**config.mk**
```make
export PLATFORM = sky130hd
export DESIGN_NAME = bram_port_arbiter
export DESIGN_NICKNAME = d
export VERILOG_FILES = /design/src/rtl/bram_arb_pkg.sv /design/src/rtl/rr_arbiter.sv /design/src/rtl/bram_port_arbiter.sv
export SDC_FILE = /design/constraint.sdc
export NUM_CORES = 1
export LEC_CHECK = 0
export BUFFER_PORTS_ARGS = -buffer_cell sky130_fd_sc_hd__buf_2
export CORE_UTILIZATION = 31
export CTS_CLUSTER_SIZE = 10
export DETAILED_ROUTE_END_ITERATION = 10
export GPL_TIMING_DRIVEN = 0
export PLACE_DENSITY = 0.58
export SLEW_MARGIN = 20
export SYNTH_ARGS = -nofsm -noshare
export SYNTH_HDL_FRONTEND = slang
export SYNTH_SLANG_ARGS = --single-unit
```
**constraint.sdc**
```tcl
create_clock -name CLK -period 1.75 [get_ports CLK]
set_clock_uncertainty 0.1 [all_clocks]
set_input_delay 0.0875 -clock CLK [delete_from_list [all_inputs] [get_ports CLK]]
set_output_delay 0.0875 -clock CLK [all_outputs]
set_load 0.1 [all_outputs]
```
**src/rtl/bram_arb_pkg.sv**
```systemverilog
// rtl/bram_arb_pkg.sv - shared state type, widths and round-robin pick helper for bram_port_arbiter
package bram_arb_pkg;

   typedef enum logic [0:0] {
      ST_CLEAR = 1'b0,
      ST_RUN   = 1'b1
   } state_t;

   localparam int PERF_W  = 16;
   localparam int MAX_REQ = 8;
   localparam int PTR_W   = 3;

   // One-hot select of the first valid slot at or after ptr, wrapping at n.
   function automatic logic [MAX_REQ-1:0] rr_pick(input logic [MAX_REQ-1:0] valid,
                                                   input logic [PTR_W-1:0]   ptr,
                                                   input int                 n);
      logic [MAX_REQ-1:0] pick;
      logic               found;
      logic [PTR_W:0]     sum;
      pick  = '0;
      found = 1'b0;
      for (int i = 0; i < MAX_REQ; i++) begin
         sum = {1'b0, ptr} + (PTR_W+1)'(i);
         if (sum >= (PTR_W+1)'(n))
            sum = sum - (PTR_W+1)'(n);
         if (i < n && !found && valid[sum[PTR_W-1:0]]) begin
            pick[sum[PTR_W-1:0]] = 1'b1;
            found                = 1'b1;
         end
      end
      return pick;
   endfunction

endpackage

```
**src/rtl/rr_arbiter.sv**
```systemverilog
// rtl/rr_arbiter.sv - round-robin arbiter owning the priority pointer
// Pointer moves past the granted slot only when advance (a completed transfer) is high.
module rr_arbiter
   import bram_arb_pkg::*;
#(
   parameter int NUM_REQ = 2
)(
   input  logic               clk,
   input  logic               reset_n,
   input  logic [NUM_REQ-1:0] valid,
   input  logic               advance,
   output logic [NUM_REQ-1:0] grant
);

   logic [PTR_W-1:0]   ptr;
   logic [PTR_W-1:0]   ptr_next;
   logic [MAX_REQ-1:0] valid_ext;
   logic [MAX_REQ-1:0] pick;
   logic               unused_pick;

   always_comb begin
      valid_ext              = '0;
      valid_ext[NUM_REQ-1:0] = valid;
      pick                   = rr_pick(valid_ext, ptr, NUM_REQ);
   end

   assign grant       = pick[NUM_REQ-1:0];
   assign unused_pick = ^pick;

   always_comb begin
      ptr_next = ptr;
      for (int i = 0; i < NUM_REQ; i++)
         if (grant[i])
            ptr_next = (i == NUM_REQ-1) ? '0 : PTR_W'(i + 1);
   end

   always_ff @(posedge clk or negedge reset_n) begin
      if (!reset_n)
         ptr <= '0;
      else if (advance)
         ptr <= ptr_next;
   end

endmodule

```
**src/rtl/bram_port_arbiter.sv**
```systemverilog
// rtl/bram_port_arbiter.sv - round-robin share of one BRAM port with optional post-reset clear sweep
// Optional BRAM_ARB_PERF_EN adds per-requester saturating grant/stall counters.
module bram_port_arbiter
   import bram_arb_pkg::*;
#(
   parameter int NUM_REQ        = 2,
   parameter int ADDR_BITS      = 13,
   parameter int DATA_BITS      = 2,
   parameter int CLEAR_ON_RESET = 1
)(
   input  logic                           CLK,
   input  logic                           reset_n,
   input  logic [NUM_REQ-1:0]             req_valid,
   output logic [NUM_REQ-1:0]             req_ready,
   input  logic [NUM_REQ-1:0]             req_we,
   input  logic [NUM_REQ*ADDR_BITS-1:0]   req_addr,
   input  logic [NUM_REQ*DATA_BITS-1:0]   req_wdata,
   output logic [NUM_REQ-1:0]             rsp_valid,
   output logic [DATA_BITS-1:0]           rsp_data,
   output logic                           ram_en,
   output logic                           ram_we,
   output logic [ADDR_BITS-1:0]           ram_addr,
   output logic [DATA_BITS-1:0]           ram_di,
   input  logic [DATA_BITS-1:0]           ram_do,
`ifdef BRAM_ARB_PERF_EN
   output logic [NUM_REQ*PERF_W-1:0]      perf_grants,
   output logic [NUM_REQ*PERF_W-1:0]      perf_stalls,
`endif
   output logic                           clear_done
);

   state_t               state;
   logic                 armed;
   logic [ADDR_BITS-1:0] clr_addr;
   logic [NUM_REQ-1:0]   grant;
   logic [NUM_REQ-1:0]   xfer;
   logic [NUM_REQ-1:0]   rsp_tag;
   logic                 live_run;

   // armed keeps the RAM port and grants quiet for the first cycle out of reset
   assign live_run  = armed && (state == ST_RUN);
   assign req_ready = live_run ? grant : '0;
   assign xfer      = req_valid & req_ready;

   rr_arbiter #(.NUM_REQ(NUM_REQ)) u_rr (
      .clk     (CLK),
      .reset_n (reset_n),
      .valid   (req_valid),
      .advance (|xfer),
      .grant   (grant)
   );

   always_comb begin
      ram_en   = 1'b0;
      ram_we   = 1'b0;
      ram_addr = '0;
      ram_di   = '0;
      if (armed && state == ST_CLEAR) begin
         ram_en   = 1'b1;
         ram_we   = 1'b1;
         ram_addr = clr_addr;
      end else if (live_run) begin
         for (int i = 0; i < NUM_REQ; i++) begin
            if (grant[i]) begin
               ram_en   = 1'b1;
               ram_we   = req_we[i];
               ram_addr = req_addr[i*ADDR_BITS +: ADDR_BITS];
               ram_di   = req_wdata[i*DATA_BITS +: DATA_BITS];
            end
         end
      end
   end

   always_ff @(posedge CLK or negedge reset_n) begin
      if (!reset_n) begin
         state      <= (CLEAR_ON_RESET != 0) ? ST_CLEAR : ST_RUN;
         armed      <= 1'b0;
         clr_addr   <= '0;
         clear_done <= 1'b0;
         rsp_tag    <= '0;
      end else begin
         armed   <= 1'b1;
         rsp_tag <= xfer & ~req_we;
         case (state)
            ST_CLEAR: begin
               if (armed) begin
                  clr_addr <= clr_addr + ADDR_BITS'(1);
                  if (&clr_addr) begin
                     state      <= ST_RUN;
                     clear_done <= 1'b1;
                  end
               end
            end
            default: clear_done <= 1'b1;
         endcase
      end
   end

   assign rsp_valid = rsp_tag;
   assign rsp_data  = (|rsp_tag) ? ram_do : '0;

`ifdef BRAM_ARB_PERF_EN
   always_ff @(posedge CLK or negedge reset_n) begin
      if (!reset_n) begin
         perf_grants <= '0;
         perf_stalls <= '0;
      end else if (live_run) begin
         for (int i = 0; i < NUM_REQ; i++) begin
            if (xfer[i] && perf_grants[i*PERF_W +: PERF_W] != '1)
               perf_grants[i*PERF_W +: PERF_W] <= perf_grants[i*PERF_W +: PERF_W] + PERF_W'(1);
            if (req_valid[i] && !req_ready[i] && perf_stalls[i*PERF_W +: PERF_W] != '1)
               perf_stalls[i*PERF_W +: PERF_W] <= perf_stalls[i*PERF_W +: PERF_W] + PERF_W'(1);
         end
      end
   end
`endif

endmodule

```
==> parameters.txt, run 1 <==
Parameter                              Value

Power
  Maximum vdd ir drop    0.569 mV
  Power share of the clock group    0.180
  Overall power consumption    1.71 mW
  Sequential group share of total power    0.364
  Standby leakage power    0.973 nW
  Switching pwr    0.746 mW
  Relative contribution of combinational cells to total power    0.456
  Pwr Density    891 nW/µm²
  Net Sw Frac    0.436
  Internal power    0.963 mW

Timing
  Setup repair after global routing missed its margin    yes
  Final hold vios    0
  Post-layout min period    1.97 ns
  Final Hold Slack    0.199 ns
  Max Clock Freq    508 MHz
  Share of the clock period used by the worst path after layout    1.12
  Fin. max-slew vios    0
  Setup-failing EPs final    16
  Worst Slack Setup Final    -0.218 ns
  Setup TNS    -2.18 ns

Layout
  Leading cell type in the layout, fill and taps excluded    buf_2
  Total number of nets in the final design    221
  Antenna Diode Count    0
  Area growth from synthesis to layout    65.4%
  Commonest cells after routing, fill and taps aside    44 x buf_2, 17 x dfrtp_1, 13 x and2_1, 13 x a221o_2, 13 x buf_12
  Share of post-route cells with drive strength above 1    0.569
  Seq. cell area    478 µm²
  Filler cell count in the final layout    320
  Multi-input gate area    669 µm²
  Final core utilization    0.553

Yosys
  Synth warn    0
  Post-synth cell types    35
  Sequential element share of the synthesized area    0.410
  Flops & latches, synth    19
  Synthesized instance count    107
  Synthesized cell area    1160 µm²
  Number of nets produced by synthesis    146
  Synthesized area per cell    10.8 µm²

Critical path
  WP data required    1.56 ns
  Class of the most critical setup path    flop to output port
  Arrival time of data at the critical path endpoint    1.78 ns
  Critical Path Sink Type    output port
  CP max FO    6
  Startpoint class of the critical path    flop

Floorplanning
  Initial core utilization    0.334
  Ports placed on the boundary    62
  Die extent in y    63.2 µm
  Row count    21
  Die span in x    63.2 µm
  Die area    3990 µm²
  Core Region    3470 µm²

Drt
  Drc violations    0
  Number of detailed-routing iterations run before antenna repair    4
  Vias per inst    5.08
  Final routed wire length divided by cell count    14.2 µm
  Final Routed Wirelength    3210 µm
  Iter 0 DRT Violations    37
  Count of vias placed by the detailed router    1,154
  Remaining number of nets flagged by the antenna check after routing    0

Clock tree
  Clock transition at the register clock pins on the worst setup and hold paths after CTS    0.07 ns
  Master cell of the clock root buffer    clkbuf_8
  CTS sink cnt    19
  Number of clock buffers inserted by TritonCTS    3
  Skew-Pair Late Insertion Delay    0.26 ns
  Number of buffers on the longest clock path    2
  CTS tree    done
  Number of H-tree levels    1

GRT
  Global-route wire length before repair    5250 µm
  Number of antenna violations at the first check in global routing    0
  Maximum number of pins on one net before global-route repair    20
  Grt ovf    0
  Aggregate global-route resource usage    0.170
  Vias in the first global route    1,165

Place
  Count of input and output buffers    61
  Placed wire-length estimate    2220 µm
  Final Wtd Congestion    0.779

Run status
  Violated checks    negative setup slack
  Status    complete, but fails checks

Run
  Max Cap Violations    0

Worst hold path
  Kind of path behind the tightest hold check    input port to asynchronous set/reset pin
## power by group through the flow
stage	Clock [mW]	Combinational, mW	Sequential, mW
after floorplan	0	0.546	0.603
after global placement	0	0.659	0.624
after detailed placement	0	0.673	0.632
after CTS	0.315	0.779	0.624
after global routing	0.330	0.821	0.640
final	0.308	0.779	0.622
## Yosys cell counts (all sizes together)
cell type	number	area share
or3	1	0.0054
ha	1	0.011
xor2	9	0.068
xnor2	3	0.023
nand3b	1	0.017
nand2b	1	0.0054
a21boi	2	0.013
nor4	4	0.022
nor3	4	0.017
nand3	2	0.0086
and2	13	0.070
and3	2	0.011
nor2b	3	0.023
conb	1	0.0032
buf	5	0.049
nand4b	1	0.0076
inv	2	0.0065
o21a	2	0.013
a211o	1	0.0076
dfrtp	19	0.41
o21bai	1	0.0065
a21o	1	0.0065
nand2	5	0.016
a32oi	1	0.0076
nor2	2	0.0065
nand4	3	0.016
a22o	2	0.015
and4	1	0.0076
a221o	13	0.12
mux2	1	0.0097
## flip-flops by register name (all words and copies together) (netlist names)
| name | count |
|---|---|
| armed | 1 |
| clr_addr | 13 |
| rsp_valid | 2 |
| state | 1 |
| clear_done | 1 |
| u_rr.ptr | 1 |
## area by class of cell
class,count,area share
tap,46,0.0300
buffer,5,0.0294
inverter,2,0.00391
sequential,19,0.249
multi-input combinational,81,0.349
timing repair buffer,70,0.315
clock buffer,4,0.0235
## stage by stage
step	instances	cell area [µm²]	worst slack [ns]
5_1_grt	227	1920	-0.261
2_1_floorplan	107	1180	-0.0466
3_3_place_gp	214	1550	-0.0569
4_1_cts	226	1880	-0.204
3_5_place_dp	214	1550	-0.0640
6_report	227	1920	-0.218
## per-layer routing
layer / track usage / part of all wire / vias to the layer above
met1: 0.183 / 0.39 / 573
met5: 0 / 0 / -
met3: 0.0399 / 0.043 / 9
met4: 0.108 / 0.028 / 0
met2: 0.298 / 0.54 / 27
li1: - / - / 545
## cell families after synthesis
group                      synth area share
muxes                               0.00971
DFF                                   0.410
adders and majority gates            0.0108
AOI/OAI and AO/OA                     0.188
other                               0.00323
buffers and inverters                0.0550
and+or+nand+nor                       0.233
xor gates and xnor gates             0.0906
## critical path, stage by stage, from the launching register on
cell and delay, ns:
dfrtp_1 0.41, nand2b_4 0.15, and4_4 0.16, buf_6 0.13, buf_6 0.12, a221o_2 0.37
buf_12 0.18
## path summary, 6_finish.rpt
kind	start	endpoint	slack [ns]	cells past startpoint
setup / recovery	u_rr.ptr[0]	ram_addr[9]	-0.22	6
hold / removal	reset_n	armed	0.20	2
setup reg to reg	state	clr_addr[11]	0.24	4
hold reg to reg	clear_done	clear_done	0.36	1
max in group asynchronous	reset_n	state	1.03	2
min in group CLK	clear_done	clear_done	0.36	1
## repair_timing
action | CTS | global route
hold buffers | 3 | 0
endpoints found under the hold margin | 21 | 0
gates resized for setup | 63 | 7
pin swaps | 9 | 3
setup endpoints to repair | 18 | 19
cloned | 2 | 0
buffers inserted | 3 | 1
(Power assumes the default switching activity.)
==> run 2: changes to the inputs <==
ABC_CLOCK_PERIOD_IN_PS = 1750   (was default)
BUFFER_PORTS_ARGS = default   (was -buffer_cell sky130_fd_sc_hd__buf_2)
DONT_BUFFER_PORTS = 1   (was default)
PLACE_DENSITY = 0.44   (was 0.58)
==> parameters.txt, run 2 (synthesis gave the netlist of run 1 again) <==
Parameter                              Value

Power
  Standby leakage power    0.741 nW (was 0.973 nW)
  Pwr Density    974 nW/µm² (was 891 nW/µm²)
  Maximum vdd ir drop    0.665 mV (was 0.569 mV)
  Overall power consumption    1.57 mW (was 1.71 mW)

Timing
  Fin. max-slew vios    0 (unchanged)
  Worst Slack Setup Final    -0.281 ns (was -0.218 ns)
  Final Hold Slack    0.299 ns (was 0.199 ns)
  Max Clock Freq    492 MHz (was 508 MHz)
  Final hold vios    0 (unchanged)
  Actual transition at the worst max-transition pin    0.892 ns
  Setup repair after global routing missed its margin    yes (unchanged)
  Slew Limit Headroom    0.403
  Setup-failing EPs final    17 (was 16)
  Share of the clock period used by the worst path after layout    1.16 (was 1.12)
  Post-layout min period    2.03 ns (was 1.97 ns)

Layout
  Commonest cells after routing, fill and taps aside    15 x dfrtp_1, 13 x and2_1, 13 x a221o_4, 9 x xor2_1 (was 44 x buf_2, 17 x dfrtp_1, 13 x and2_1, 13 x a221o_2, 13 x buf_12)
  Multi-input gate area    803 µm² (was 669 µm²)
  Filler cell count in the final layout    321 (was 320)
  Design Area, Final    1610 µm² (was 1920 µm²)
  Antenna Diode Count    0 (unchanged)
  Seq. cell area    480 µm² (was 478 µm²)
  Area growth from synthesis to layout    38.7% (was 65.4%)
  Leading cell type in the layout, fill and taps excluded    dfrtp_1 (was buf_2)
  Total number of nets in the final design    161 (was 221)
  Register containing the most flip-flops in the final layout    clr_addr (unchanged)
  Final core utilization    0.464 (was 0.553)
  Share of post-route cells with drive strength above 1    0.347 (was 0.569)
  Max reg flops    13 (unchanged)

Critical path
  WP data required    1.56 ns (about the same)
  Class of the most critical setup path    flop to output port (unchanged)
  Max stage delay cell, worst path    a221o_4 (was dfrtp_1)
  Critical Path Sink Type    output port (unchanged)
  Arrival time of data at the critical path endpoint    1.84 ns (was 1.78 ns)
  Cells traversed along the worst timing path    nand2b_4 > and4_1 > buf_6 > buf_12 > a221o_4 (was nand2b_4 > and4_4 > buf_6 > buf_6 > a221o_2 > buf_12)
  Critical path's largest stage delay    0.56 ns (was 0.41 ns)
  CP max FO    6 (unchanged)
  Startpoint class of the critical path    flop (unchanged)

Place
  Final Wtd Congestion    0.747 (was 0.779)
  Placed wire-length estimate    1960 µm (was 2220 µm)
  Post-placement setup slack    -0.192 ns (was -0.0640 ns)
  Instance area at placement    1240 µm² (was 1550 µm²)
  Count of input and output buffers    0 (was 61)

GRT
  Aggregate global-route resource usage    0.162 (was 0.170)
  Grt ovf    0 (unchanged)
  Vias in the first global route    1,002 (was 1,165)
  Number of antenna violations at the first check in global routing    0 (unchanged)
  Maximum number of pins on one net before global-route repair    20 (unchanged)
  Global-route wire length before repair    4930 µm (was 5250 µm)

Floorplanning
  Core Region    3470 µm² (unchanged)
  Die extent in y    63.2 µm (unchanged)
  Die area    3990 µm² (unchanged)
  Initial core utilization    0.334 (unchanged)
  Die span in x    63.2 µm (unchanged)
  Row count    21 (unchanged)
  Ports placed on the boundary    62 (unchanged)

Worst hold path
  Kind of path behind the tightest hold check    input port to asynchronous set/reset pin (unchanged)

Clock tree
  Number of clock buffers inserted by TritonCTS    3 (unchanged)
  CTS tree    done (unchanged)
  Number of H-tree levels    1 (unchanged)
  CTS sink cnt    19 (unchanged)
  Number of buffers on the longest clock path    2 (unchanged)
  Clock transition at the register clock pins on the worst setup and hold paths after CTS    0.07 ns (about the same)
  Skew-Pair Late Insertion Delay    0.25 ns (was 0.26 ns)
  Master cell of the clock root buffer    clkbuf_8 (unchanged)

Drt
  Number of detailed-routing iterations run before antenna repair    4 (unchanged)
  Vias per inst    5.45 (was 5.08)
  Iter 0 DRT Violations    21 (was 37)
  Drc violations    0 (unchanged)
  Final routed wire length divided by cell count    18.0 µm (was 14.2 µm)
  Count of vias placed by the detailed router    910 (was 1,154)
  Final Routed Wirelength    3010 µm (was 3210 µm)
  Remaining number of nets flagged by the antenna check after routing    0 (unchanged)

Run status
  Violated checks    negative setup slack (unchanged)
  Status    complete, but fails checks (unchanged)

Run
  Max Cap Violations    0 (unchanged)
-- run 2: per-stage QoR --
step / TNS (ns) / cells
floorplan: -0.251 / 107
global placement: -1.10 / 153
detailed placement: -1.28 / 153
CTS: -3.61 / 167
global route: -4.44 / 167
finish: -3.28 / 167
-- run 2: timing repair --
action | in CTS | in global routing
endpoints found under the hold margin | 21 | 0
hold buffers | 3 | 0
setup endpoints to repair | 19 | 17
gates resized for setup | 19 | 6
pin swaps | 12 | 2
cloned | 2 | 0
setup buffers | 5 | 0
-- run 2: power by group --
| group | internal, mW | switching [mW] |
|---|---|---|
| registers | 0.515 | 0.106 |
| logic | 0.191 | 0.453 |
| clock network | 0.162 | 0.141 |
-- run 2: critical path: cells and delay by family (launching register included) --
kind | cells | cell delay [ns]
DFF | 1 | 0.42
buffers and inverters | 2 | 0.30
AOI/OAI and AO/OA | 1 | 0.56
and+or+nand+nor | 2 | 0.30
-- run 2: cell type report --
class,count,area share
clock buffer,4,0.0280
buffer,5,0.0435
sequential,19,0.299
inverter,2,0.00467
multi-input combinational,81,0.499
timing repair buffer,10,0.0902
tap,46,0.0358
-- run 2: path summary, 6_finish.rpt --
| kind | start | to | slack (ns) | cells past startpoint |
|---|---|---|---|---|
| max | u_rr.ptr[0] | ram_addr[8] | -0.28 | 5 |
| min | reset_n | armed | 0.30 | 1 |
| max reg2reg | u_rr.ptr[0] | rsp_valid[0] | 0.23 | 5 |
| min reg2reg | clr_addr[9] | clr_addr[9] | 0.39 | 1 |
| max in group asynchronous | reset_n | rsp_valid[0] | 0.65 | 1 |
| min in group CLK | req_we[1] | rsp_valid[1] | 0.34 | 2 |
-- run 2: layer usage --
| layer | track usage | routed length, µm | vias to the layer above |
|---|---|---|---|
| met5 | 0 | 0 | - |
| met4 | 0.0523 | 28 | 0 |
| met3 | 0.0362 | 208 | 4 |
| met2 | 0.300 | 1510 | 50 |
| met1 | 0.181 | 1260 | 423 |
| li1 | - | - | 433 |
